## src/rtl/axis_pkg.sv

```systemverilog
// Shared AXI4-Stream definitions: beat layout {tlast, tkeep, tdata} and width helpers.
package axis_pkg;

    localparam int DEFAULT_DATA_WIDTH = 32;

    function automatic int keep_width(input int data_width);
        return data_width / 8;
    endfunction

    function automatic int beat_width(input int data_width);
        return data_width + keep_width(data_width) + 1;
    endfunction

    typedef struct packed {
        logic                              tlast;
        logic [DEFAULT_DATA_WIDTH/8-1:0]   tkeep;
        logic [DEFAULT_DATA_WIDTH-1:0]     tdata;
    } axis_beat_t;

endpackage

```

## src/rtl/axis_fifo_ram.sv

```systemverilog
// Simple dual-port beat storage: synchronous write, asynchronous (show-ahead) read.
module axis_fifo_ram
    import axis_pkg::*;
#(
    parameter int DEPTH = 16,
    parameter int WIDTH = beat_width(DEFAULT_DATA_WIDTH)
) (
    input  logic                     aclk,
    input  logic                     wr_en,
    input  logic [$clog2(DEPTH)-1:0] wr_addr,
    input  logic [WIDTH-1:0]         wr_data,
    input  logic [$clog2(DEPTH)-1:0] rd_addr,
    output logic [WIDTH-1:0]         rd_data
);

    logic [WIDTH-1:0] mem [DEPTH];

    always_ff @(posedge aclk) begin
        if (wr_en) begin
            mem[wr_addr] <= wr_data;
        end
    end

    assign rd_data = mem[rd_addr];

endmodule

```

## src/rtl/axis_pkt_fifo.sv

```systemverilog
// AXI4-Stream synchronous FIFO with fill level, almost flags and optional
// store-and-forward gating of packet starts.
module axis_pkt_fifo
    import axis_pkg::*;
#(
    parameter int DATA_WIDTH  = 32,
    parameter int KEEP_WIDTH  = keep_width(DATA_WIDTH),
    parameter int DEPTH       = 16,
    parameter int PACKET_MODE = 0,
    parameter int AF_LEVEL    = DEPTH - 2,
    parameter int AE_LEVEL    = 2
) (
    input  logic                     aclk,
    input  logic                     aresetn,
    input  logic                     s_axis_tvalid,
    output logic                     s_axis_tready,
    input  logic [DATA_WIDTH-1:0]    s_axis_tdata,
    input  logic [KEEP_WIDTH-1:0]    s_axis_tkeep,
    input  logic                     s_axis_tlast,
    output logic                     m_axis_tvalid,
    input  logic                     m_axis_tready,
    output logic [DATA_WIDTH-1:0]    m_axis_tdata,
    output logic [KEEP_WIDTH-1:0]    m_axis_tkeep,
    output logic                     m_axis_tlast,
    output logic [$clog2(DEPTH):0]   level,
    output logic                     almost_full,
    output logic                     almost_empty,
    output logic [$clog2(DEPTH):0]   pkt_count
);

    localparam int AW = $clog2(DEPTH);
    localparam int PW = AW + 1;
    localparam int BW = DATA_WIDTH + KEEP_WIDTH + 1;
    localparam logic [PW-1:0] ONE    = PW'(1);
    localparam logic [PW-1:0] AF_LVL = PW'(AF_LEVEL);
    localparam logic [PW-1:0] AE_LVL = PW'(AE_LEVEL);

    logic [PW-1:0] wr_ptr_reg, wr_ptr_next;
    logic [PW-1:0] rd_ptr_reg, rd_ptr_next;
    logic [PW-1:0] level_reg, level_next;
    logic [PW-1:0] pkt_count_reg, pkt_count_next;
    logic          release_reg, release_next;
    logic          in_pkt_reg, in_pkt_next;
    logic          rst_done_reg;

    logic          empty, full;
    logic          wr_en, rd_en, wr_last, rd_last;
    logic          out_allowed;
    logic [BW-1:0] wr_beat, rd_beat;

    // The extra pointer bit distinguishes full from empty when the low bits match.
    assign empty = (wr_ptr_reg == rd_ptr_reg);
    assign full  = (wr_ptr_reg[AW-1:0] == rd_ptr_reg[AW-1:0]) &&
                   (wr_ptr_reg[AW] != rd_ptr_reg[AW]);

    assign s_axis_tready = rst_done_reg && !full;
    assign m_axis_tvalid = !empty && out_allowed;

    assign wr_en   = s_axis_tvalid && s_axis_tready;
    assign rd_en   = m_axis_tvalid && m_axis_tready;
    assign wr_last = wr_en && s_axis_tlast;
    assign rd_last = rd_en && m_axis_tlast;

    assign wr_beat = {s_axis_tlast, s_axis_tkeep, s_axis_tdata};
    assign {m_axis_tlast, m_axis_tkeep, m_axis_tdata} = rd_beat;

    // Store-and-forward gates only the first beat of a packet; an oversize
    // packet that fills the FIFO is released to avoid deadlock.
    generate
        if (PACKET_MODE != 0) begin : g_store_fwd
            assign out_allowed = in_pkt_reg || (pkt_count_reg != '0) || release_reg;
        end else begin : g_cut_through
            assign out_allowed = 1'b1;
        end
    endgenerate

    always_comb begin
        wr_ptr_next    = wr_en ? wr_ptr_reg + ONE : wr_ptr_reg;
        rd_ptr_next    = rd_en ? rd_ptr_reg + ONE : rd_ptr_reg;

        level_next     = level_reg;
        if (wr_en && !rd_en) begin
            level_next = level_reg + ONE;
        end else if (!wr_en && rd_en) begin
            level_next = level_reg - ONE;
        end

        pkt_count_next = pkt_count_reg;
        if (wr_last && !rd_last) begin
            pkt_count_next = pkt_count_reg + ONE;
        end else if (!wr_last && rd_last) begin
            pkt_count_next = pkt_count_reg - ONE;
        end

        release_next   = release_reg;
        if (rd_last) begin
            release_next = 1'b0;
        end else if (full && (pkt_count_reg == '0)) begin
            release_next = 1'b1;
        end

        in_pkt_next    = rd_en ? !m_axis_tlast : in_pkt_reg;
    end

    always_ff @(posedge aclk or negedge aresetn) begin
        if (!aresetn) begin
            wr_ptr_reg    <= '0;
            rd_ptr_reg    <= '0;
            level_reg     <= '0;
            pkt_count_reg <= '0;
            release_reg   <= 1'b0;
            in_pkt_reg    <= 1'b0;
            rst_done_reg  <= 1'b0;
        end else begin
            wr_ptr_reg    <= wr_ptr_next;
            rd_ptr_reg    <= rd_ptr_next;
            level_reg     <= level_next;
            pkt_count_reg <= pkt_count_next;
            release_reg   <= release_next;
            in_pkt_reg    <= in_pkt_next;
            rst_done_reg  <= 1'b1;
        end
    end

    assign level        = level_reg;
    assign pkt_count    = pkt_count_reg;
    assign almost_full  = (level_reg >= AF_LVL);
    assign almost_empty = (level_reg <= AE_LVL);

    axis_fifo_ram #(
        .DEPTH (DEPTH),
        .WIDTH (BW)
    ) u_ram (
        .aclk    (aclk),
        .wr_en   (wr_en),
        .wr_addr (wr_ptr_reg[AW-1:0]),
        .wr_data (wr_beat),
        .rd_addr (rd_ptr_reg[AW-1:0]),
        .rd_data (rd_beat)
    );

endmodule

```

## config.mk

```make
export PLATFORM = sky130hd
export DESIGN_NAME = axis_pkt_fifo
export DESIGN_NICKNAME = d
export VERILOG_FILES = /design/src/rtl/axis_pkg.sv /design/src/rtl/axis_fifo_ram.sv /design/src/rtl/axis_pkt_fifo.sv
export SDC_FILE = /design/constraint.sdc
export NUM_CORES = 1
export LEC_CHECK = 0
export CAP_MARGIN = 20
export CORE_UTILIZATION = 57
export CTS_BUF_LIST = sky130_fd_sc_hd__clkbuf_4
export CTS_CLUSTER_DIAMETER = 30
export CTS_CLUSTER_SIZE = 40
export DETAILED_ROUTE_END_ITERATION = 7
export GPL_ROUTABILITY_DRIVEN = 1
export PLACE_DENSITY = 0.78
export SLEW_MARGIN = 20
export SYNTH_ARGS = -nofsm -noshare
export SYNTH_HDL_FRONTEND = slang
export SYNTH_HIERARCHICAL = 1
export SYNTH_SLANG_ARGS = --single-unit
```

## constraint.sdc

```tcl
create_clock -name aclk -period 4.95 [get_ports aclk]
set_input_delay 0.99 -clock aclk [delete_from_list [all_inputs] [get_ports aclk]]
set_output_delay 0.99 -clock aclk [all_outputs]
set_load 0.01 [all_outputs]
```

==> results.json <==
{
  "clock.fmax_mhz": 217,
  "detail_route.vias_per_cell": 6.21,
  "die_area_sq_um": 42100,
  "seq_area_sq_um": 18300,
  "status": "complete, no violations",
  "synth-edff-count": 592,
  "start_kind": "flip-flop",
  "cts.sinks": 613,
  "final_max_slew_viol_count": 0,
  "hold_viol": 0,
  "fin_crit_ns": 4.60,
  "multiInputGateArea_sq_um": 5060,
  "area.growth.synth_to_final_pct": 15.0,
  "dr.first_iter.drc_count": 948,
  "wl_mm": 48.0,
  "seq_area_frac_synth_pct": 77.8,
  "postCtsHoldBufs": 0,
  "async_flop_share_pct": 3.43,
  "clk_pin_slew_ns": 0.09,
  "routedWlPerCell_um": 25.8,
  "antenna_found_initial": 3,
  "grt_max_degree": 69,
  "cts_resized": 0,
  "cts_root_buf": "clkbuf_4",
  "slowest_delay_ns": 0.57,
  "grt_pass1_wl_mm": 72.4,
  "end_kind": "primary output",
  "place_congestion": 0.768,
  "worst_ep_arrival_time_ns": 3.61,
  "setup_viol": 0,
  "clk_path_buf_depth": 3,
  "track_usage_pct": 23.8,
  "cts_tree": "done",
  "postCtsSetupBuffers": 0,
  "worst_path_max_delay_cell": "mux4_2",
  "p_leak_nw": 8.65,
  "drcViolationCount": 0,
  "synth_cell_types": 43,
  "drive_gt1_share_pct": 30.4,
  "first_global_vias": 12200,
  "worstPathCellList": "buf_4 > buf_4 > mux4_2 > a22oi_1 > nand2_1 > clkdlybuf4s50_1",
  "cts_max_level": 3,
  "power.density_nw_per_um2": 556,
  "syn_inst": 1049,
  "min_period_over_period_pct": 92.9,
  "placed_cell_area_sq_um": 25300,
  "fin_area_sq_um": 27100,
  "whs_ns": 0.103,
  "synth-seq-cells": 613,
  "dp_slack_ns": 1.11,
  "ant_nets": 0,
  "cp_max_fo": 21,
  "rsz0062_at_grt": "false",
  "netlist_area_sq_um": 23500,
  "critPathKind": "flip-flop to primary output",
  "overflow": 0,
  "nNetsFinal": 1283,
  "rows": 74,
  "firstDrtPassIters": 5,
  "largest_register_ff_count": 592,
  "syn_area_per_cell_sq_um": 22.4,
  "port_buffers": 91,
  "die_y_um": 205,
  "die_width_um": 205,
  "top_register": "u_ram/mem",
  "nFillCells": 2579,
  "worst_slew_pin_slew_ns": 0.897,
  "skew_ns": 0.0654,
  "synth-main-ff-cell": "edfxtp_1",
  "slew_headroom_pct": 40.1,
  "numCtsBuffers": 105,
  "initial_core_util_pct": 57.7,
  "vdd_drop_max_uv": 381,
  "syn_nets": 1102,
  "fp.coreArea_sq_um": 40700,
  "cp_common_cell": "buf_4",
  "ios": 92,
  "vias": 11500,
  "cp.required_ns": 3.96,
  "hold_class": "input port to asynchronous set/reset pin",
  "setup_slack_ns": 0.350,
  "final_util_pct": 66.4,
  "place_hpwl_mm": 26.7,
  "cap_violations": 0,
  "fin_tns_setup_ns": 0,
  "clkLatencyLatePin_ns": 0.85,
  "ys.warnings.count": 6
}
==> stage by stage <==
step	cells	power, W
final	1859	0.0150
after global routing	1855	0.0157
after CTS	1853	0.0152
after detailed placement	1655	0.0112
after global placement	1655	0.0111
after floorplan	1049	0.00941
==> power breakdown <==
group	switching, W	total (W)	internal, W
Combinational	0.00239	0.00473	0.00234
Sequential	0.000285	0.00632	0.00604
Clock	0.00205	0.00399	0.00194
==> worst max-delay path: cells and delay by family (launching register included) <==
| family | cells | cell delay (ns) |
|---|---|---|
| AO/OA/AOI/OAI | 1 | 0.29 |
| buffers and inverters | 3 | 1.26 |
| flip-flops | 1 | 0.49 |
| multiplexers | 1 | 0.57 |
| AND/OR/NAND/NOR | 1 | 0.11 |
==> synthesized netlist by cell type (6+ instances only) <==
| cell | count | area, sq um |
|---|---|---|
| a21oi_1 | 6 | 30.0 |
| a22oi_1 | 74 | 556 |
| buf_1 | 9 | 33.8 |
| buf_4 | 7 | 52.6 |
| buf_6 | 8 | 90.1 |
| clkbuf_1 | 23 | 86.3 |
| dfrtp_1 | 21 | 526 |
| edfxtp_1 | 592 | 17800 |
| ha_1 | 10 | 125 |
| mux4_2 | 148 | 3330 |
| nand2_1 | 51 | 191 |
| nor2_1 | 13 | 48.8 |
| nor3_1 | 10 | 50.1 |
| o21ai_0 | 8 | 40.0 |
| xnor2_1 | 11 | 96.3 |
| xor2_1 | 6 | 52.6 |
==> cell families (layout without fill, tap and decap cells) <==
group,count (synthesis),after routing,synth area share [%]
AOI/OAI and AO/OA,104,104,3.25
xor gates and xnor gates,18,18,0.702
adders and majority gates,12,12,0.702
buffers and inverters,54,326,1.25
DFF,613,613,77.8
muxes,156,156,14.6
other,1,7,0.0159
and+or+nand+nor,91,91,1.71
==> metal layers <==
metal	GRT usage [%]	vias up	wire length (um)
met2	38.6	531	24200
met3	5.42	86	3670
met5	0	-	0
li1	-	4899	-
met4	7.88	0	981
met1	32.3	6026	19200
==> cell usage in the layout (no fill, tap or decap), types with 8 or more instances in the layout <==
cell | netlist | layout
clkinv_1 | 0 | 15
xnor2_1 | 11 | 11
o21ai_0 | 8 | 8
buf_4 | 7 | 25
nand2_1 | 51 | 51
dfrtp_1 | 21 | 19
a22oi_1 | 74 | 74
clkinv_2 | 0 | 18
mux4_2 | 148 | 148
inv_6 | 0 | 13
clkbuf_4 | 0 | 110
buf_12 | 0 | 9
edfxtp_1 | 592 | 592
clkinv_4 | 0 | 10
bufinv_16 | 0 | 14
clkdlybuf4s50_1 | 0 | 90
ha_1 | 10 | 10
clkinvlp_4 | 0 | 15
nor2_4 | 0 | 13
==> cell type report <==
class,count,share of cell area (%)
Clock inverter,88,3.32
Sequential cell,613,67.7
Antenna cell,6,0.0555
Timing Repair Buffer,125,4.71
Clock buffer,110,3.05
Inverter,3,0.0416
Multi-Input combinational cell,382,18.7
Tap cell,532,2.46
==> path summary, 6_finish.rpt <==
kind                                from                to  slack, ns  cells past startpoint
min                              aresetn     rd_ptr_reg[0]       0.10                      1
max reg2reg                rd_ptr_reg[0]      pkt_count[4]       1.32                     11
min reg2reg                 pkt_count[2]      pkt_count[2]       0.55                      2
max in group asynchronous        aresetn     rd_ptr_reg[1]       4.45                      1
max                        rd_ptr_reg[0]  m_axis_tdata[19]       0.35                      6
min in group aclk           pkt_count[2]      pkt_count[2]       0.55                      2
Note: power is estimated with default switching activity, not from simulation.
